**config.mk**
```make
export PLATFORM = sky130hd
export DESIGN_NAME = asr8_fifo
export DESIGN_NICKNAME = d
export VERILOG_FILES = /design/src/rtl/asr8_fifo.sv
export SDC_FILE = /design/constraint.sdc
export NUM_CORES = 1
export LEC_CHECK = 0
export ABC_CLOCK_PERIOD_IN_PS = 2050
export CAP_MARGIN = 10
export CORE_MARGIN = 2
export CORE_UTILIZATION = 35
export CTS_CLUSTER_SIZE = 8
export DETAILED_ROUTE_END_ITERATION = 6
export GPL_ROUTABILITY_DRIVEN = 1
export HOLD_SLACK_MARGIN = 0.06
export PLACE_DENSITY = 0.68
export REMOVE_ABC_BUFFERS = 1
export SLEW_MARGIN = 30
export SYNTH_ARGS = -nofsm -noshare
export SYNTH_HDL_FRONTEND = slang
export SYNTH_SLANG_ARGS = --single-unit
```
**constraint.sdc**
```tcl
create_clock -name clk -period 2.05 [get_ports clk]
set_input_delay 0.205 -clock clk [delete_from_list [all_inputs] [get_ports clk]]
set_output_delay 0.205 -clock clk [all_outputs]
set_load 0.1 [all_outputs]
```
**src/rtl/asr8_fifo.sv**
```systemverilog
// 8-deep FIFO built on a shift register: every push shifts the whole array,
// and reads come from a tap at count-1 (first-word fall-through).
module asr8_fifo #(
    parameter int unsigned N = 4
) (
    input  logic         clk,
    input  logic         clr_n,
    input  logic         wr_valid,
    input  logic [N-1:0] wr_data,
    output logic         wr_ready,
    output logic         rd_valid,
    output logic [N-1:0] rd_data,
    input  logic         rd_ready,
    output logic [3:0]   count,
    output logic         full,
    output logic         empty,
    output logic         ovf
);

    localparam int unsigned DEPTH = 8;
    localparam int unsigned CW    = 4;
    localparam int unsigned AW    = 3;

    logic [DEPTH-1:0][N-1:0] sr;
    logic [CW-1:0]           cnt_q;
    logic                    ovf_q;
    logic [AW-1:0]           rd_addr;
    logic                    push;
    logic                    pop;

    // Status flags decode the registered count only, so rd_ready never reaches wr_ready.
    assign full     = (cnt_q == CW'(DEPTH));
    assign empty    = (cnt_q == CW'(0));
    assign wr_ready = ~full;
    assign rd_valid = ~empty;
    assign count    = cnt_q;
    assign ovf      = ovf_q;

    assign push = wr_valid & wr_ready;
    assign pop  = rd_valid & rd_ready;

    // sr[0] holds the newest word, sr[count-1] the oldest.
    assign rd_addr = AW'(cnt_q - CW'(1));
    assign rd_data = empty ? '0 : sr[rd_addr];

    // Shift storage; a pop alone leaves the array untouched and just moves the tap.
    always_ff @(posedge clk or negedge clr_n) begin
        if (!clr_n) begin
            sr <= '0;
        end else if (push) begin
            sr <= {sr[DEPTH-2:0], wr_data};
        end
    end

    // Occupancy counter; a simultaneous push and pop cancel out.
    always_ff @(posedge clk or negedge clr_n) begin
        if (!clr_n) begin
            cnt_q <= '0;
        end else begin
            case ({push, pop})
                2'b10:   cnt_q <= cnt_q + CW'(1);
                2'b01:   cnt_q <= cnt_q - CW'(1);
                default: cnt_q <= cnt_q;
            endcase
        end
    end

    // Sticky overflow: a write offered while full is dropped and flagged.
    always_ff @(posedge clk or negedge clr_n) begin
        if (!clr_n) begin
            ovf_q <= 1'b0;
        end else if (wr_valid && full) begin
            ovf_q <= 1'b1;
        end
    end

endmodule

```
==> results of run 1 <==
cell type report:
| cell class | count | area [µm²] |
|---|---|---|
| fillers | 393 | 2520 |
| multi-input cells | 88 | 996 |
| flip-flops and latches | 37 | 926 |
| repair buffers | 36 | 415 |
| well taps | 70 | 87.6 |
| clock buffers | 6 | 72.6 |
| inverters | 4 | 15.0 |
| clock inverters | 2 | 10.0 |
path summary, 6_finish.rpt:
path                            startpoint    endpoint  slack (ps)  depth (start not counted)
worst max-delay path              count[0]  rd_data[0]        -170                          8
max in group asynchronous            clr_n       sr[3]        1390                          2
worst min-delay path                 clr_n       sr[6]         330                          2
min in group clk                       ovf         ovf         470                          1
worst min register to register         ovf         ovf         470                          1
worst max register to register    count[0]       sr[5]         100                          8
what timing repair did:
action	CTS	global route
endpoints found under the setup margin	4	5
hold buffers	0	0
gates resized for setup	18	22
pin swaps	5	4
setup buffers	3	3
cell usage in the layout (no fill, tap or decap), drive strengths merged, types with 2 or more instances in the layout:
cell type	Yosys	final
dfrtp	37	37
or2	2	2
buf	4	29
inv	4	4
xnor2	2	2
clkbuf	1	6
xor2	3	3
ha	4	4
mux2	48	48
o22ai	8	8
nand2	6	6
nor2	3	3
clkdlybuf4s50	0	7
clkinv	0	2
nor3	4	4
metrics by stage:
| stage | hold WS [ps] | TNS (ps) |
|---|---|---|
| 2_1_floorplan | -90.6 | -38310 |
| 3_3_place_gp | 445 | 0 |
| 3_5_place_dp | 460 | 0 |
| 4_1_cts | 344 | -652 |
| 5_1_grt | 384 | -945 |
| 6_report | 335 | -672 |
metal layers:
layer,track usage,vias up,share of wire
li1,-,555,-
met1,0.169,587,0.45
met2,0.224,21,0.49
met3,0.0384,4,0.039
met4,0.0643,0,0.019
met5,0,-,0
worst register-to-register path, delay by kind of cell (launching register included):
family | cells | cell delay [ps]
buffers and inverters | 3 | 480
flip-flops | 1 | 400
multiplexers | 1 | 370
adder cells (fa/ha/maj) | 1 | 180
AND/OR/NAND/NOR | 3 | 410
flip-flops by register name (all words and copies together) (netlist names):
signal,flops
ovf,1
count,4
sr,32
cell families (layout without fill, tap and decap cells):
logic type                 Yosys count  after routing  share of synthesized area
buffers and inverters                9             48                     0.0353
xor gates and xnor gates             5              5                     0.0242
DFF                                 37             37                      0.512
muxes                               49             49                      0.305
AOI/OAI and AO/OA                   11             11                     0.0374
and+or+nand+nor                     19             19                     0.0582
adders and majority gates            4              4                     0.0277
==> results.yml, run 1 <==
run_status:
  status: "complete, but fails checks"
  violations: "negative setup slack"
sta:
  rsz0062_at_grt: "yes"
  finalHoldViolations: 0
  setup_viol: 4
  fin_skew_ps: 6.75
  period_share: 1.08
  report.final.slew_viol_count: 0
  setup_slack_ps: -171
  period_minus_slack_ps: 2220
  worst_pin_slew_ps: 464
  max_freq_mhz: 450
  relSlewSlack: 0.690
yosys:
  yosys_warnings: 0
  synth_cells: 134
  synthTopCellsByArea: "dfrtp_1, mux2_2, ha_1, o22ai_1, xor2_1"
  synthArstFlopShare: 1.00
  ys_seq_area_frac: 0.512
  synth_most_common_cell: "mux2_2"
  ys_seq_elements: 37
  synth-edff-count: 0
  syn_area_per_cell_um2: 13.5
  synth.distinct_cells: 25
  synth_area_um2: 1810
  yosysTopAreaCell: "dfrtp_1"
  synth_top_cells_by_count: "mux2_2, dfrtp_1, o22ai_1, nand2_1"
  synth_top_area_frac: 0.512
  synth_top_flop_cell: "dfrtp_1"
grt:
  grt_pass1_wl_mm: 5.77
  grt_pass1_vias: 1203
  grt-ovfl-total: 0
  grt_usage: 0.138
  antenna_found_initial: 0
  grt_start_max_net_pins: 38
die:
  start_util: 0.358
  die_area_um2: 5750
  io_pins: 21
  fp.dieW_um: 75.8
  die_h_um: 75.8
  core_um2: 5040
  rows: 26
placement:
  place_inst: 229
  dp_hpwl_mm: 2.41
  postPlaceCellArea_um2: 2190
  portBuffers: 20
  pre_cts_slack_ps: 10.6
  gp_congestion: 0.808
cells_and_area:
  finish.utilization: 0.500
  syn2layout_area_growth_pct: 39.6
  diodes: 0
  final_area_um2: 2520
  stdcell_count: 243
  fin_nets: 184
  drive_gt1_frac: 0.601
setup_path:
  startpoint_type: "flop"
  path_buf_inv: 4
  slowest_stage: "dfrtp_1"
  cp_max_fo: 6
  path_class: "reg2out"
  cpPeakStageDelay_ps: 400
  path_cells: "inv_2, ha_4, buf_8, buf_6, mux2_4, o22ai_4, nor3_4, buf_12"
  worstSetupEndpointType: "output port"
  required_ps: 1850
  critPathTopFamily: "buffers and inverters"
  cp.arrival_ps: 2020
drt:
  post-route-drc-count: 0
  routed_wl_mm: 3.58
  firstDrtPassIters: 4
  wire_per_inst_um: 14.7
  ant_nets: 0
  drtIter0Drc: 61
  vias: 1167
  vias_per_cell: 4.80
run:
  maxCapViolations: 0
clock_network:
  cts.sinks: 37
  numCtsBuffers: 5
  cts_tree: "done"
  cts-root-buf: "clkbuf_8"
  cts_buffer_depth: 2
  ctsHtreeMaxLevel: 2
  clkTransAtPathRegs_ps: 70
  clk_latency_ps: 290
hold_path:
  hold_class: "in2async"
Power of run 1 is not shown: default switching activity piles up to over one toggle a cycle in this logic, so the estimate is an artifact.
==> run 2, diff against run 1 <==
Settings changed: ABC_AREA from default to 1, GPL_TIMING_DRIVEN from default to 0, PLACE_DENSITY 0.68 to 0.67.
==> results.yml, run 2 <==
run_status:
  status: "complete, but fails checks"
  violations: "negative setup slack"
cells_and_area:
  fillers: 546
  drive_gt1_frac: 0.324
  layout_common_cells: "nand2_1, inv_1, dfrtp_1, o21ai_2, nand3_1"
  finish.utilization: 0.483
  syn2layout_area_growth_pct: 31.4
  fin_nets: 295
  largest_register: "sr"
  largest_register_ffs: 32
  diodes: 0
  final_common_cell: "nand2_1"
yosys:
  muxShareOfSynthArea: 0
  synthSimpleGateAreaFrac: 0.243
  synth_compound_area_frac: 0.129
  synthAdderAreaFrac: 0.0243
  synth_area_um2: 2060
  synth_cells: 253
  synth_top_cells_by_count: "nand2_1, inv_1, dfrtp_1, nand3_1, o21ai_2"
  synthTopCellsByArea: "dfrtp_1, nand2_1, o21ai_2, inv_1, nand3_1"
  syn_area_per_cell_um2: 8.15
  yosysTopAreaCell: "dfrtp_1"
  synth_top_area_frac: 0.449
  ys_seq_area_frac: 0.449
  synth_top_family_by_area: "simple AND/OR/NAND/NOR gates"
  ys_seq_elements: 37
  synthXorXnorAreaFrac: 0.0212
  synth_top_flop_cell: "dfrtp_1"
  synth_most_common_cell: "nand2_1"
  yosys_warnings: 0
  synthArstFlopShare: 1.00
  synth-edff-count: 0
  synth.distinct_cells: 22
setup_path:
  slowest_stage: "dfrtp_4"
  cpMostUsedCell: "nand3_2"
  required_ps: 1850
  worstSetupEndpointType: "output port"
  rrSetupSlack_ps: 160
  rr_startpoint: "count[0]"
  timing.rr.end: "count[3]"
  path_cells: "inv_8, ha_4, buf_6, nand3_2, nand3_2, nand2_2, nor2_4, buf_12"
  path_class: "reg2out"
  cp.arrival_ps: 1860
  r2r_cells: 12
  startpoint_type: "flop"
  cp_max_fo: 6
  cpPeakStageDelay_ps: 480
die:
  die_area_um2: 6520
  fp.dieW_um: 80.8
  start_util: 0.368
  rows: 27
  io_pins: 21
  core_um2: 5610
  die_h_um: 80.8
clock_network:
  numCtsBuffers: 5
  clkTransAtPathRegs_ps: 80
  clk_latency_ps: 290
  cts-root-buf: "clkbuf_8"
  cts.sinks: 37
  cts_buffer_depth: 2
  ctsHtreeMaxLevel: 2
  cts_tree: "done"
drt:
  drtIter0Drc: 87
  vias_per_cell: 4.70
  wire_per_inst_um: 13.3
  ant_nets: 0
  vias: 1673
  post-route-drc-count: 0
  routed_wl_mm: 4.75
  firstDrtPassIters: 4
sta:
  max_freq_mhz: 484
  fin_skew_ps: 6.50
  relSlewSlack: 0.331
  finalHoldViolations: 0
  setup_slack_ps: -15.5
  rsz0062_at_grt: "yes"
  setup_viol: 1
  period_minus_slack_ps: 2070
  hold_ws_ps: 309
  period_share: 1.01
  worst_pin_slew_ps: 1000
  report.final.slew_viol_count: 0
  finalSetupTns_ps: -15.5
grt:
  grt-ovfl-total: 0
  grt_pass1_vias: 1587
  antenna_found_initial: 0
  grt_pass1_wl_mm: 7.49
  grt_usage: 0.152
  grt_start_max_net_pins: 33
placement:
  dp_hpwl_mm: 2.42
  portBuffers: 20
  gp_congestion: 0.726
  pre_cts_slack_ps: -1750
hold_path:
  hold_class: "in2async"
run:
  maxCapViolations: 0
-- run 2: cell types whose count changed after synthesis, sizes merged, moves of 3 or more --
cell,delta
o21ai,+30
o22ai,-8
nand2,+72
nor2,+10
nand3,+23
mux2,-48
nor3,-4
buf,+8
a21oi,+3
inv,+39
-- run 2: cells by family after synthesis --
| group | Yosys count |
|---|---|
| compound gates | 36 |
| xor+xnor | 5 |
| flops | 37 |
| fa+ha+maj | 4 |
| simple gates | 116 |
| buf+inv | 55 |
-- run 2: timing repair --
item	in CTS	in global routing
pin swaps	5	14
buffers inserted	7	4
setup endpoints to repair	48	11
hold endpoints to repair	9	0
hold buffers	1	0
gates cloned	2	0
gates resized for setup	79	30
-- run 2: metrics by stage --
stage | instance area [µm²] | instances
2_1_floorplan | 1950 | 241
3_3_place_gp | 2240 | 333
3_5_place_dp | 2260 | 334
4_1_cts | 2550 | 352
5_1_grt | 2710 | 356
6_report | 2710 | 356
-- run 2: critical path: cells and delay by family (launching register included) --
kind                     cells  cell delay, ps
AND/OR/NAND/NOR              4             340
adder cells (fa/ha/maj)      1             340
flip-flops                   1             480
buffers and inverters        3             390
-- run 2: cell type report --
cell class	instances	area, µm²	area share
tap	72	90.1	0.0332
clock buffer	7	96.3	0.0355
inverter	43	179	0.0660
clock inverter	1	5.00	0.00185
multi-input combinational	163	1060	0.391
sequential	37	931	0.343
timing repair buffer	33	349	0.129
-- run 2: layer usage --
metal  up-vias  global-route usage  part of all wire
met5         -                   0                 0
met4         0              0.0627            0.0093
met3         6              0.0344             0.038
met2        36               0.247              0.50
met1       791               0.195              0.45
li1        840                   -                 -
-- run 2: worst max path at each step --
stage	from	to	slack, ps	cells after the start
CTS	count[0]	rd_data[1]	-20	8
global placement	count[0]	rd_data[0]	-1780	8
global route	count[0]	rd_data[0]	-60	8
detailed placement	count[0]	rd_data[0]	-1750	8
finish	count[0]	rd_data[0]	-20	8
floorplan	count[0]	count[3]	-2380	11
Power of run 2 is left out for the same reason.
